**config.mk**
```make
export PLATFORM = sky130hd
export DESIGN_NAME = fifo_drain_flat
export DESIGN_NICKNAME = d
export VERILOG_FILES = /design/src/rtl/fifo_drain_if.sv /design/src/rtl/fifo_drain.sv /design/src/flat_wrapper.sv
export SDC_FILE = /design/constraint.sdc
export NUM_CORES = 1
export LEC_CHECK = 0
export BUFFER_PORTS_ARGS = -buffer_cell sky130_fd_sc_hd__buf_2
export CORE_MARGIN = 5
export CORE_UTILIZATION = 55
export DETAILED_ROUTE_END_ITERATION = 8
export PLACE_DENSITY = 0.8
export SYNTH_ARGS = -nofsm -noshare
export SYNTH_HDL_FRONTEND = slang
export SYNTH_SLANG_ARGS = --single-unit
```
**constraint.sdc**
```tcl
create_clock -name clk -period 3.9 [get_ports clk]
set_clock_uncertainty 0.1 [all_clocks]
set_input_delay 0 -clock clk [delete_from_list [all_inputs] [get_ports clk]]
set_output_delay 0 -clock clk [all_outputs]
set_load 0.05 [all_outputs]
```
**src/rtl/fifo_drain_if.sv**
```systemverilog
// FIFO read port plus valid/ready byte stream seen by the drain controller.
// master = the controller side, slave = FIFO/consumer side.
interface fifo_drain_if #(
   parameter int DATA_W = 8
);
   logic              fifo_empty;
   logic              fifo_rd_en;
   logic [DATA_W-1:0] fifo_dout;
   logic              m_valid;
   logic              m_ready;
   logic [DATA_W-1:0] m_data;
   logic              m_last;

   modport master (
      input  fifo_empty, fifo_dout, m_ready,
      output fifo_rd_en, m_valid, m_data, m_last
   );

   modport slave (
      output fifo_empty, fifo_dout, m_ready,
      input  fifo_rd_en, m_valid, m_data, m_last
   );
endinterface

```
**src/rtl/fifo_drain.sv**
```systemverilog
// Pops a programmed number of bytes from a 1-cycle-latency FIFO and forwards
// them on a valid/ready stream through a 2-entry skid buffer.
module fifo_drain #(
   parameter int DATA_W = 8,
   parameter int LEN_W  = 8
) (
   input  logic             clk,
   input  logic             rst_n,
   input  logic             start,
   input  logic [LEN_W-1:0] len,
   output logic             busy,
   output logic             done,
   fifo_drain_if.master     bus
);

   typedef enum logic [1:0] {IDLE, RUN, DRAIN} state_t;

   state_t            state, state_nx;
   logic [LEN_W-1:0]  issue_cnt, send_cnt;
   logic [1:0]        buf_cnt;
   logic              inflight;
   logic [DATA_W-1:0] skid0, skid1;
   logic              pop, rd_en, last_pop, done_nx;
   logic [2:0]        occ;

   always_ff @(posedge clk or negedge rst_n) begin
      if (!rst_n) state <= IDLE;
      else        state <= state_nx;
   end

   // occ is the buffer+in-flight level after this cycle's pop; issue keeps it below 2.
   always_comb begin
      state_nx = state;
      rd_en    = 1'b0;
      done_nx  = 1'b0;
      pop      = (buf_cnt != 2'd0) && bus.m_ready;
      last_pop = pop && (send_cnt == LEN_W'(1));
      occ      = {1'b0, buf_cnt} + {2'b00, inflight} - {2'b00, pop};
      case (state)
         IDLE: begin
            if (start) begin
               if (len != '0) state_nx = RUN;
               else           done_nx  = 1'b1;
            end
         end
         RUN: begin
            rd_en = !bus.fifo_empty && (issue_cnt != '0) && (occ < 3'd2);
            if (last_pop) begin
               state_nx = IDLE;
               done_nx  = 1'b1;
            end else if (rd_en && (issue_cnt == LEN_W'(1))) begin
               state_nx = DRAIN;
            end
         end
         DRAIN: begin
            if (last_pop) begin
               state_nx = IDLE;
               done_nx  = 1'b1;
            end
         end
         default: state_nx = IDLE;
      endcase
   end

   always_ff @(posedge clk or negedge rst_n) begin
      if (!rst_n) begin
         issue_cnt <= '0;
         send_cnt  <= '0;
         inflight  <= 1'b0;
         buf_cnt   <= 2'd0;
         skid0     <= '0;
         skid1     <= '0;
         done      <= 1'b0;
      end else begin
         done     <= done_nx;
         inflight <= rd_en;
         if (state == IDLE && start && len != '0) begin
            issue_cnt <= len;
            send_cnt  <= len;
         end else begin
            if (rd_en)                    issue_cnt <= issue_cnt - LEN_W'(1);
            if (pop && send_cnt != '0)    send_cnt  <= send_cnt - LEN_W'(1);
         end
         // skid0 is always the head; a simultaneous capture and pop shifts through.
         case ({inflight, pop})
            2'b10: begin
               if (buf_cnt == 2'd0) skid0 <= bus.fifo_dout;
               else                 skid1 <= bus.fifo_dout;
               buf_cnt <= buf_cnt + 2'd1;
            end
            2'b01: begin
               skid0   <= skid1;
               buf_cnt <= buf_cnt - 2'd1;
            end
            2'b11: begin
               if (buf_cnt == 2'd1) begin
                  skid0 <= bus.fifo_dout;
               end else begin
                  skid0 <= skid1;
                  skid1 <= bus.fifo_dout;
               end
            end
            default: ;
         endcase
      end
   end

   assign busy           = (state != IDLE);
   assign bus.fifo_rd_en = rd_en;
   assign bus.m_valid    = (buf_cnt != 2'd0);
   assign bus.m_data     = skid0;
   assign bus.m_last     = bus.m_valid && (send_cnt == LEN_W'(1));

endmodule

```
**src/flat_wrapper.sv**
```systemverilog
// flat-port wrapper written by rule: the top's interface ports become plain ports
module fifo_drain_flat 
#(
   parameter int DATA_W = 8,
   parameter int LEN_W  = 8
)
  (clk, rst_n, start, len, busy, done, bus_fifo_empty, bus_fifo_dout, bus_m_ready, bus_fifo_rd_en, bus_m_valid, bus_m_data, bus_m_last);
  fifo_drain_if #(.DATA_W(DATA_W)) bus_i ();
  input  logic clk;
  input  logic rst_n;
  input  logic start;
  input  logic [LEN_W-1:0] len;
  output logic busy;
  output logic done;
  input wire logic [$bits(bus_i.fifo_empty)-1:0] bus_fifo_empty;
  input wire logic [$bits(bus_i.fifo_dout)-1:0] bus_fifo_dout;
  input wire logic [$bits(bus_i.m_ready)-1:0] bus_m_ready;
  output wire logic [$bits(bus_i.fifo_rd_en)-1:0] bus_fifo_rd_en;
  output wire logic [$bits(bus_i.m_valid)-1:0] bus_m_valid;
  output wire logic [$bits(bus_i.m_data)-1:0] bus_m_data;
  output wire logic [$bits(bus_i.m_last)-1:0] bus_m_last;
  assign bus_i.fifo_empty = bus_fifo_empty;
  assign bus_i.fifo_dout = bus_fifo_dout;
  assign bus_i.m_ready = bus_m_ready;
  assign bus_fifo_rd_en = bus_i.fifo_rd_en;
  assign bus_m_valid = bus_i.m_valid;
  assign bus_m_data = bus_i.m_data;
  assign bus_m_last = bus_i.m_last;
  fifo_drain #(.DATA_W(DATA_W), .LEN_W(LEN_W)) u_core (.clk(clk), .rst_n(rst_n), .start(start), .len(len), .busy(busy), .done(done), .bus(bus_i));
endmodule
```
==> qor.txt <==
outcome -> completed
CTS hold repair buffers -> 18
Routed Wire Length -> 4960 µm
Die Width -> 73.6 µm
ant diodes -> 0
Crit Path Class -> reg2out
GPL Wtd Cong -> 0.983
Synth top cells by count -> dfrtp_1 (38), nand2_1 (18), inv_1 (14)
synth-to-layout area growth -> 21.1%
DR iter-0 viols -> 88
post-route antenna net violation count -> 0
Max-Cap Viols -> 0
syn_nets -> 263
layout cell share with drive strength beyond 1 -> 0.211
antenna violations before repair -> 0
Die Y -> 73.6 µm
yosys warns -> 0
Avg WL per Cell -> 15.1 µm
top-area cell type share of the netlist area -> 0.427
IO Count -> 34
CTS tree -> yes
sequential standard cell area -> 951 µm²
predominant post-synthesis flop cell -> dfrtp_1
Clock Latency Late Sink -> 0.29 ns
CTS resizes -> 0
pwr/cell area -> 734 nW/µm²
max frequency -> 289 MHz
H-tree Lvls -> 2
Yosys top cell by area -> dfrtp_1
Leakage -> 1.17 nW
post-DR vias/cell -> 5.62
mean post-synth cell area -> 9.76 µm²
slew at the pin closest to its max-slew limit -> 0.968 ns
num rows -> 23
Root Buffer -> clkbuf_8
vias in the first global route -> 1791
crit path time final -> 3.47 ns
Slew Limit Fails -> 0
Worst Hold Path Cells -> 4
worst reg2reg path depth -> 11
FF-to-FF setup slack -> 0.47 ns
crit-path max cell delay -> 0.45 ns
die area -> 5420 µm²
critical path data arrival time -> 3.37 ns
RSZ-0062 raised after global routing -> no
Syn Inst Count -> 228
vias -> 1848
Reg-to-Reg End -> u_core.issue_cnt[6]$_DFFE_PN0P_
top area cells in the synthesized netlist -> dfrtp_1 (43%), ha_1 (7.3%), mux2_2 (4.0%), nand2_1 (3.0%), o21ai_0 (2.9%)
CTS Buffer Depth -> 2
Fillers -> 325
footprint of the multi-input gates -> 1180 µm²
Unique masters post-synth -> 47
Synth Register Bits -> 38
Final period util -> 0.888
Port Buf Inserts -> 33
Total Power -> 1.98 mW
worst hold endpoint -> u_core.issue_cnt[0]$_DFFE_PN0P_
DRC -> 0
Post-Syn Area -> 2230 µm²
ys async rst share -> 1.00
cell total after placement -> 303
crit path launch type -> register
Max IR drop VDD -> 0.351 mV
Nets -> 313
DP HPWL -> 3600 µm
most common cell in the synthesized netlist -> dfrtp_1
reg2reg start -> u_core.buf_cnt[1]$_DFFE_PN0P_
Post-CTS Setup Bufs -> 0
GRT Util Overall -> 0.197
crit end category -> output pin
first-pass GRT wire length -> 8240 µm
Worst Hold Class -> in2reg
min-delay src -> bus_fifo_empty
final setup fails -> 0
Post-synth EDFFs -> 0
post-route setup TNS -> 0 ns
Worst Path Max Fanout -> 8
Required @ worst endpoint -> 3.80 ns
clock sinks -> 38
max_slew headroom -> 0.354
CTS Buf Count -> 5
post-layout instance area -> 2700 µm²
Core Area -> 3970 µm²
final hold violations -> 0
largest net degree at the start of global routing -> 39
register area share after synthesis -> 0.427
CP Cell Sequence -> inv_1 > ha_1 > nand2b_1 > inv_1 > nor2_1 > o21ai_0 > fa_1 > xor2_1 > or3_1 > nor2_1 > buf_2
TritonRoute pass-1 iters -> 4
GRT Residual Overflow -> 0
Slowest cell on crit path -> or3_1
Placement Cell Area -> 2420 µm²
Initial Utilization -> 0.560
Finished Layout Cells -> 329
Worst-path clk slew -> 0.08 ns
==> critical path: cells and delay by family, from the launching register on <==
family | cells | cell delay, ns
simple gates | 4 | 1.08
fa+ha+maj | 2 | 0.70
buf+inv | 3 | 0.58
flops | 1 | 0.43
xor+xnor | 1 | 0.19
compound gates | 1 | 0.10
==> final cells by class <==
cell class              instances  area share
clock buffers                   6      0.0306
multi-input cells             167       0.439
clock inverters                 2     0.00464
flip-flops and latches         38       0.353
inverters                      14      0.0195
well taps                      50      0.0232
repair buffers                 52       0.131
==> report_power, final <==
part,internal (mW),total (mW),switching [mW]
logic,0.371,0.961,0.590
registers,0.575,0.734,0.159
clock network,0.142,0.286,0.143
total,1.09,1.98,0.892
==> cells by family after synthesis <==
| logic type | Yosys count | synth area share |
|---|---|---|
| DFF | 38 | 0.427 |
| buffers and inverters | 23 | 0.0416 |
| and+or+nand+nor | 78 | 0.196 |
| muxes | 10 | 0.0500 |
| adders and majority gates | 14 | 0.0821 |
| AOI/OAI and AO/OA | 57 | 0.171 |
| xor gates and xnor gates | 8 | 0.0315 |
==> sequential cells by signal (all words and copies together), names as in the netlist <==
name,count
u_core.bus.m_data,8
u_core.issue_cnt,8
u_core.send_cnt,8
u_core.skid1,8
u_core.buf_cnt,2
u_core.state,2
u_core.done,1
u_core.inflight,1
==> cells in the final DEF, fill, tap and decap left out, types with 6 or more instances in the layout <==
cell type       n
a21oi_1         9
a22oi_1         8
a31oi_1         6
buf_2          33
clkbuf_8        6
dfrtp_1        38
dlygate4sd3_1  18
ha_1           13
inv_1          14
mux2_2          8
nand2_1        18
nor2_1         13
nor3_1          7
o211ai_1        6
o21ai_0        13
or4_1           8
==> metrics by stage <==
stage	hold slack (ns)	setup slack [ns]	utilization
after floorplan	-0.396	0.560	-
after global placement	0.0493	0.621	0.610
after detailed placement	0.0533	0.485	0.610
after CTS	0.0412	0.445	0.679
after global routing	0.0631	0.161	0.679
final	0.0522	0.435	0.679
==> metal layers <==
metal / track usage / routed length (µm)
met1: 0.253 / 2180
met2: 0.336 / 2380
met3: 0.0424 / 297
met4: 0.0523 / 97
met5: 0 / 0
==> how the worst max path moves through the flow <==
| stage | startpoint | endpoint | slack (ns) | cells after the start |
|---|---|---|---|---|
| after detailed placement | u_core.buf_cnt[1]$_DFFE_PN0P_ | u_core.issue_cnt[4]$_DFFE_PN0P_ | 0.48 | 11 |
| after global routing | u_core.buf_cnt[1]$_DFFE_PN0P_ | bus_fifo_rd_en | 0.16 | 11 |
| after global placement | u_core.buf_cnt[1]$_DFFE_PN0P_ | u_core.issue_cnt[6]$_DFFE_PN0P_ | 0.62 | 11 |
| after floorplan | u_core.buf_cnt[1]$_DFFE_PN0P_ | u_core.inflight$_DFF_PN0_ | 0.56 | 12 |
| after CTS | u_core.buf_cnt[1]$_DFFE_PN0P_ | bus_fifo_rd_en | 0.44 | 11 |
| final | u_core.buf_cnt[1]$_DFFE_PN0P_ | bus_fifo_rd_en | 0.43 | 11 |
No activity file was read; power rests on OpenSTA's default activity.
